<file path="src/rtl/mem_burst_pkg.sv">
// Shared types and default sizes for the burst master that drives the
// 8 x 8-bit single-port register-file memory.
package mem_burst_pkg;

  localparam int DW_DEF    = 8;
  localparam int AW_DEF    = 4;
  localparam int DEPTH_DEF = 8;

  typedef enum logic [2:0] {
    IDLE,
    CHECK,
    WRITE,
    READ,
    DONE
  } state_t;

  typedef struct packed {
    logic              wr;
    logic [AW_DEF-1:0] addr;
    logic [AW_DEF-1:0] len;
  } cmd_t;

endpackage

</file>
<file path="src/rtl/mem_burst_rd_slice.sv">
// Single-entry read output register: captures a memory word, holds it
// under backpressure and drains it on rd_ready.
module mem_burst_rd_slice
  import mem_burst_pkg::*;
#(
  parameter int DW = DW_DEF
) (
  input  logic          clk,
  input  logic          rst_n,
  input  logic          capture,
  input  logic [DW-1:0] data_in,
  input  logic          rd_ready,
  output logic          rd_valid,
  output logic [DW-1:0] rd_data
);

  // NOTE: non-blocking assignments keep every register updating from
  // pre-edge values, so capture and drain in one cycle cannot race.
  always_ff @(posedge clk) begin
    if (rst_n) begin
      rd_valid <= 1'b0;
      rd_data  <= '0;
    end else if (capture) begin
      rd_valid <= 1'b1;
      rd_data  <= data_in;
    end else if (rd_ready) begin
      rd_valid <= 1'b0;
    end
  end

endmodule

</file>
<file path="src/rtl/mem_burst_master.sv">
// Burst initiator for the register-file memory. rst_n is a synchronous,
// active-high reset. Define MEM_BURST_WRAP_EN to let bursts wrap at DEPTH.
module mem_burst_master
  import mem_burst_pkg::*;
#(
  parameter int DW    = DW_DEF,
  parameter int AW    = AW_DEF,
  parameter int DEPTH = DEPTH_DEF
) (
  input  logic          clk,
  input  logic          rst_n,
  input  logic          cmd_valid,
  output logic          cmd_ready,
  input  logic          cmd_wr,
  input  logic [AW-1:0] cmd_addr,
  input  logic [AW-1:0] cmd_len,
  input  logic          wr_valid,
  output logic          wr_ready,
  input  logic [DW-1:0] wr_data,
  output logic          rd_valid,
  input  logic          rd_ready,
  output logic [DW-1:0] rd_data,
  output logic          busy,
  output logic          done,
  output logic          err,
  output logic          mem_wen,
  output logic          mem_ren,
  output logic [AW-1:0] mem_addr,
  output logic [DW-1:0] mem_wdata,
  input  logic [DW-1:0] mem_rdata
);

  localparam logic [AW:0] DEPTH_W = (AW+1)'(DEPTH);

  state_t        state;
  cmd_t          cmd_q;
  logic [AW-1:0] cur_addr;
  logic [AW-1:0] next_addr;
  logic [AW-1:0] beats_left;
  logic          reject;
  logic          wr_phase;
  logic          rd_phase;

  always_comb begin
    // NOTE: every output of this block gets a default first, so no path
    // through the ifdef branches can infer a latch.
    reject    = ({1'b0, cmd_q.addr} >= DEPTH_W);
    next_addr = cur_addr + 1'b1;
`ifdef MEM_BURST_WRAP_EN
    if (cur_addr == AW'(DEPTH - 1)) next_addr = '0;
`else
    if (({1'b0, cmd_q.addr} + {1'b0, cmd_q.len}) >= DEPTH_W) reject = 1'b1;
`endif
  end

  // Strobes are gated by reset so nothing reaches the memory in the reset cycle.
  assign wr_phase  = (state == WRITE) && !rst_n;
  assign rd_phase  = (state == READ) && !rst_n;
  assign wr_ready  = wr_phase;
  assign mem_wen   = wr_phase && wr_valid;
  assign mem_ren   = rd_phase && (!rd_valid || rd_ready);
  assign mem_addr  = (wr_phase || rd_phase) ? cur_addr : '0;
  assign mem_wdata = wr_phase ? wr_data : '0;
  assign cmd_ready = (state == IDLE) && !rd_valid && !rst_n;
  assign busy      = (state != IDLE);

  always_ff @(posedge clk) begin
    if (rst_n) begin
      state      <= IDLE;
      cmd_q      <= '0;
      cur_addr   <= '0;
      beats_left <= '0;
      done       <= 1'b0;
      err        <= 1'b0;
    end else begin
      done <= 1'b0;
      err  <= 1'b0;
      unique case (state)
        IDLE: begin
          if (cmd_valid && cmd_ready) begin
            cmd_q      <= '{wr: cmd_wr, addr: cmd_addr, len: cmd_len};
            cur_addr   <= cmd_addr;
            beats_left <= cmd_len;
            state      <= CHECK;
          end
        end
        CHECK: begin
          if (reject) begin
            err   <= 1'b1;
            state <= IDLE;
          end else begin
            state <= cmd_q.wr ? WRITE : READ;
          end
        end
        WRITE, READ: begin
          if (mem_wen || mem_ren) begin
            cur_addr   <= next_addr;
            beats_left <= beats_left - 1'b1;
            if (beats_left == '0) begin
              done  <= 1'b1;
              state <= DONE;
            end
          end
        end
        DONE:    state <= IDLE;
        default: state <= IDLE;
      endcase
    end
  end

  mem_burst_rd_slice #(.DW(DW)) u_rd_slice (
    .clk      (clk),
    .rst_n    (rst_n),
    .capture  (mem_ren),
    .data_in  (mem_rdata),
    .rd_ready (rd_ready),
    .rd_valid (rd_valid),
    .rd_data  (rd_data)
  );

endmodule

</file>
<file path="config.mk">
export PLATFORM = sky130hd
export DESIGN_NAME = mem_burst_master
export DESIGN_NICKNAME = d
export VERILOG_FILES = /design/src/rtl/mem_burst_pkg.sv /design/src/rtl/mem_burst_rd_slice.sv /design/src/rtl/mem_burst_master.sv
export SDC_FILE = /design/constraint.sdc
export NUM_CORES = 1
export LEC_CHECK = 0
export CELL_PAD_IN_SITES_DETAIL_PLACEMENT = 1
export CELL_PAD_IN_SITES_GLOBAL_PLACEMENT = 2
export CORE_UTILIZATION = 25
export CTS_CLUSTER_DIAMETER = 40
export DETAILED_ROUTE_END_ITERATION = 7
export GPL_ROUTABILITY_DRIVEN = 0
export HOLD_SLACK_MARGIN = 0.08
export PLACE_DENSITY = 0.85
export REMOVE_ABC_BUFFERS = 1
export SLEW_MARGIN = 20
export SYNTH_ARGS = -nofsm -noshare
export SYNTH_HDL_FRONTEND = slang
export SYNTH_SLANG_ARGS = --single-unit
</file>
<file path="constraint.sdc">
create_clock -name clk -period 3.1 [get_ports clk]
set_input_delay 0.775 -clock clk [delete_from_list [all_inputs] [get_ports clk]]
set_output_delay 0.775 -clock clk [all_outputs]
set_load 0.02 [all_outputs]
</file>
==> impl_metrics.json <==
{
  "fin_nets": 282,
  "fin_cells": 318,
  "grt_util_met3_pct": 4.598,
  "place_hpwl_um": 3304,
  "core_area_mm2": 0.005608,
  "grt_max_degree": 15,
  "register_area_um2": 620.6,
  "postRouteWirelength_um": 4229,
  "tritoncts": "done",
  "drive_above_1_share_pct": 10.16,
  "end_kind": "primary output",
  "place_inst": 310,
  "finalCritPeriodShare_pct": 95.87,
  "critPathRequiredTime_ns": 2.32,
  "ys_seq_area_share_pct": 41.86,
  "die-width_um": 79.01,
  "clk_pin_slew_ns": 0.07,
  "crit_arrival_ns": 2.20,
  "drtIter0Drc": 52,
  "area_delta_synth_final_pct": 53.59,
  "die_h_um": 79.01,
  "place_area_mm2": 0.002180,
  "synth_area_mm2": 0.001483,
  "ys_warn_count": 0,
  "netlist.area_leader.share_pct": 41.86,
  "max-slew-margin-rel_pct": 68.61,
  "cts_htree_levels": 2,
  "ioPinCount": 58,
  "multiInputGateArea_um2": 788.3,
  "clockRootBuffer": "clkbuf_8",
  "synth_cell_types": 36,
  "use_met2_pct": 24.14,
  "cts_sinks": 31,
  "rsz0062_at_grt": "no",
  "clockBufferDepth": 2,
  "hold_viol_final": 0,
  "design_area_mm2": 0.002277,
  "p_per_area_mw_per_mm2": 660.2,
  "cp_cell_sequence": "clkdlybuf4s50_1 -> inv_1 -> nand2_1 -> nor2_1 -> buf_4 -> and2_1 -> dlygate4sd2_1",
  "initial_core_util_pct": 26.44,
  "fillers": 711,
  "critical_path_buf_inv_count": 4,
  "fin_ws_ns": 0.1281,
  "grt_use_total_pct": 15.15,
  "min_period_ns": 2.972,
  "drt_first_pass_iters": 4,
  "drv_cap": 0,
  "ys_seq_elements": 31,
  "wire_per_inst_um": 13.30,
  "cts_hold_buffers": 0,
  "worst_path_largest_cell_delay_ns": 0.57,
  "worst_skew_pair.late_latency_ns": 0.29,
  "pre_cts_ws_ns": -0.1113,
  "synthCells": 180,
  "vdd_ir_drop_max_mv": 0.2072,
  "yosys.area.top_type": "dfxtp_1",
  "yosys-top-cells-area": "dfxtp_1, nand2_1, ha_1, a21oi_1, and2_1",
  "grt_pass1_vias": 1461,
  "setup-tns-final_ns": 0,
  "cp_slowest_cell": "clkdlybuf4s50_1",
  "slew_viol_final": 0,
  "drc": 0,
  "setup_viol": 0,
  "die_area_mm2": 0.006243,
  "cts_made_buffers": 5,
  "cts_setup_buffers": 0,
  "numPortBuffers": 57,
  "cp_max_fo": 9,
  "ys.flop_type": "dfxtp_1",
  "antenna_cells": 0,
  "cpLargestDelayFamily": "buffers and inverters",
  "postRouteAntennaNets": 0,
  "status": "completed",
  "grt.busiest_layer": "met2",
  "dr_total_vias": 1440,
  "worstMarginPinSlew_ns": 0.4709,
  "grt_pass1_wl_um": 7265,
  "holdWs_ns": 0.4536,
  "fmax_mhz": 336.5,
  "finalClockSkew_ns": 0.009808,
  "critical_path_class": "in2out",
  "startpoint_type": "input port",
  "min_path_type": "reg2reg",
  "synth_edf_count": 0,
  "routed_via_density": 4.528,
  "num_rows": 27,
  "synthArstFlopShare_pct": 0,
  "leakage_uw": 0.001047,
  "gr-total-overflow": 0,
  "grt_use_met1_pct": 19.61,
  "synth_area_per_cell_um2": 8.237,
  "antenna_found_initial": 0
}
[Yosys cell counts (all sizes together), types with 3 or more instances]
master,instances
nand2,44
inv,7
a31o,4
ha,6
and2,9
and3,4
dfxtp,31
nand2b,3
a31oi,3
clkbuf,7
nand3b,3
nor2,6
a21oi,13
nand3,10
buf,3
or3,3
a21o,3
[worst reg2reg max path: stages, from the launching register on]
cell	delay, ns
dfxtp_1	0.37
or3_1	0.47
or4b_1	0.78
nand2_1	0.16
a21o_1	0.09
a31oi_1	0.07
[metal layers]
metal	up-vias	routed length (µm)
met5	-	0
met4	0	57
met3	6	191
met2	28	1972
met1	664	2008
li1	742	-
[metrics by stage]
step | utilization (%) | total power [µW]
floorplan | - | 906.6
global placement | 38.87 | 1166
detailed placement | 38.87 | 1179
CTS | 40.38 | 1531
global route | 40.61 | 1620
finish | 40.61 | 1503
[where the power goes]
| group | switching, µW | internal [µW] | leakage, µW |
|---|---|---|---|
| clock | 152 | 203 | 0.0000515 |
| sequential | 68.6 | 478 | 0.000252 |
| combinational | 323 | 279 | 0.000743 |
| total | 544 | 960 | 0.00105 |
[final timing paths]
path	end	slack (ns)	start	cells after the start
worst max-delay path	mem_wdata[3]	0.13	rst_n	7
worst min-delay path	u_rd_slice.rd_data[3]	0.45	u_rd_slice.rd_data[3]	2
worst max register to register	beats_left[2]	1.04	state[0]	5
worst min register to register	u_rd_slice.rd_data[3]	0.45	u_rd_slice.rd_data[3]	2
[repair_timing]
item                       CTS  global route
pin swaps                    0             0
setup endpoints to repair   12             4
resized for setup           12             5
[logic make-up (layout without fill, tap and decap cells)]
group           count (synthesis)  count (layout)  synth area share (%)
flops                          31              31                 41.86
simple gates                   90              90                 30.30
mux                             1               1                0.6751
compound gates                 33              33                 15.61
fa+ha+maj                       7               7                 6.413
buf+inv                        18              84                 5.147
[sequential cells by signal, summed over array words and instances, names as in the netlist]
signal,flops
cmd_q,9
state,3
cur_addr,4
u_rd_slice.rd_data,8
done,1
err,1
beats_left,4
u_rd_slice.rd_valid,1
[cell usage in the layout (no fill, tap or decap), types with 4 or more instances in the layout]
| cell type | n |
|---|---|
| a21oi_1 | 13 |
| dlygate4sd2_1 | 12 |
| clkdlybuf4s50_1 | 41 |
| nand2_1 | 44 |
| nand3_1 | 10 |
| nor2_1 | 5 |
| dfxtp_1 | 31 |
| dlymetal6s2s_1 | 4 |
| and3_1 | 4 |
| inv_1 | 7 |
| and2_1 | 9 |
| buf_4 | 11 |
| clkbuf_8 | 7 |
| ha_1 | 6 |
[layout make-up]
class	count	share of cell area, %
repair buffers	68	28.46
multi-input cells	131	34.62
inverters	8	1.319
clock buffers	8	4.396
flip-flops and latches	31	27.25
well taps	72	3.956
Note: power is estimated with default switching activity, not from simulation.
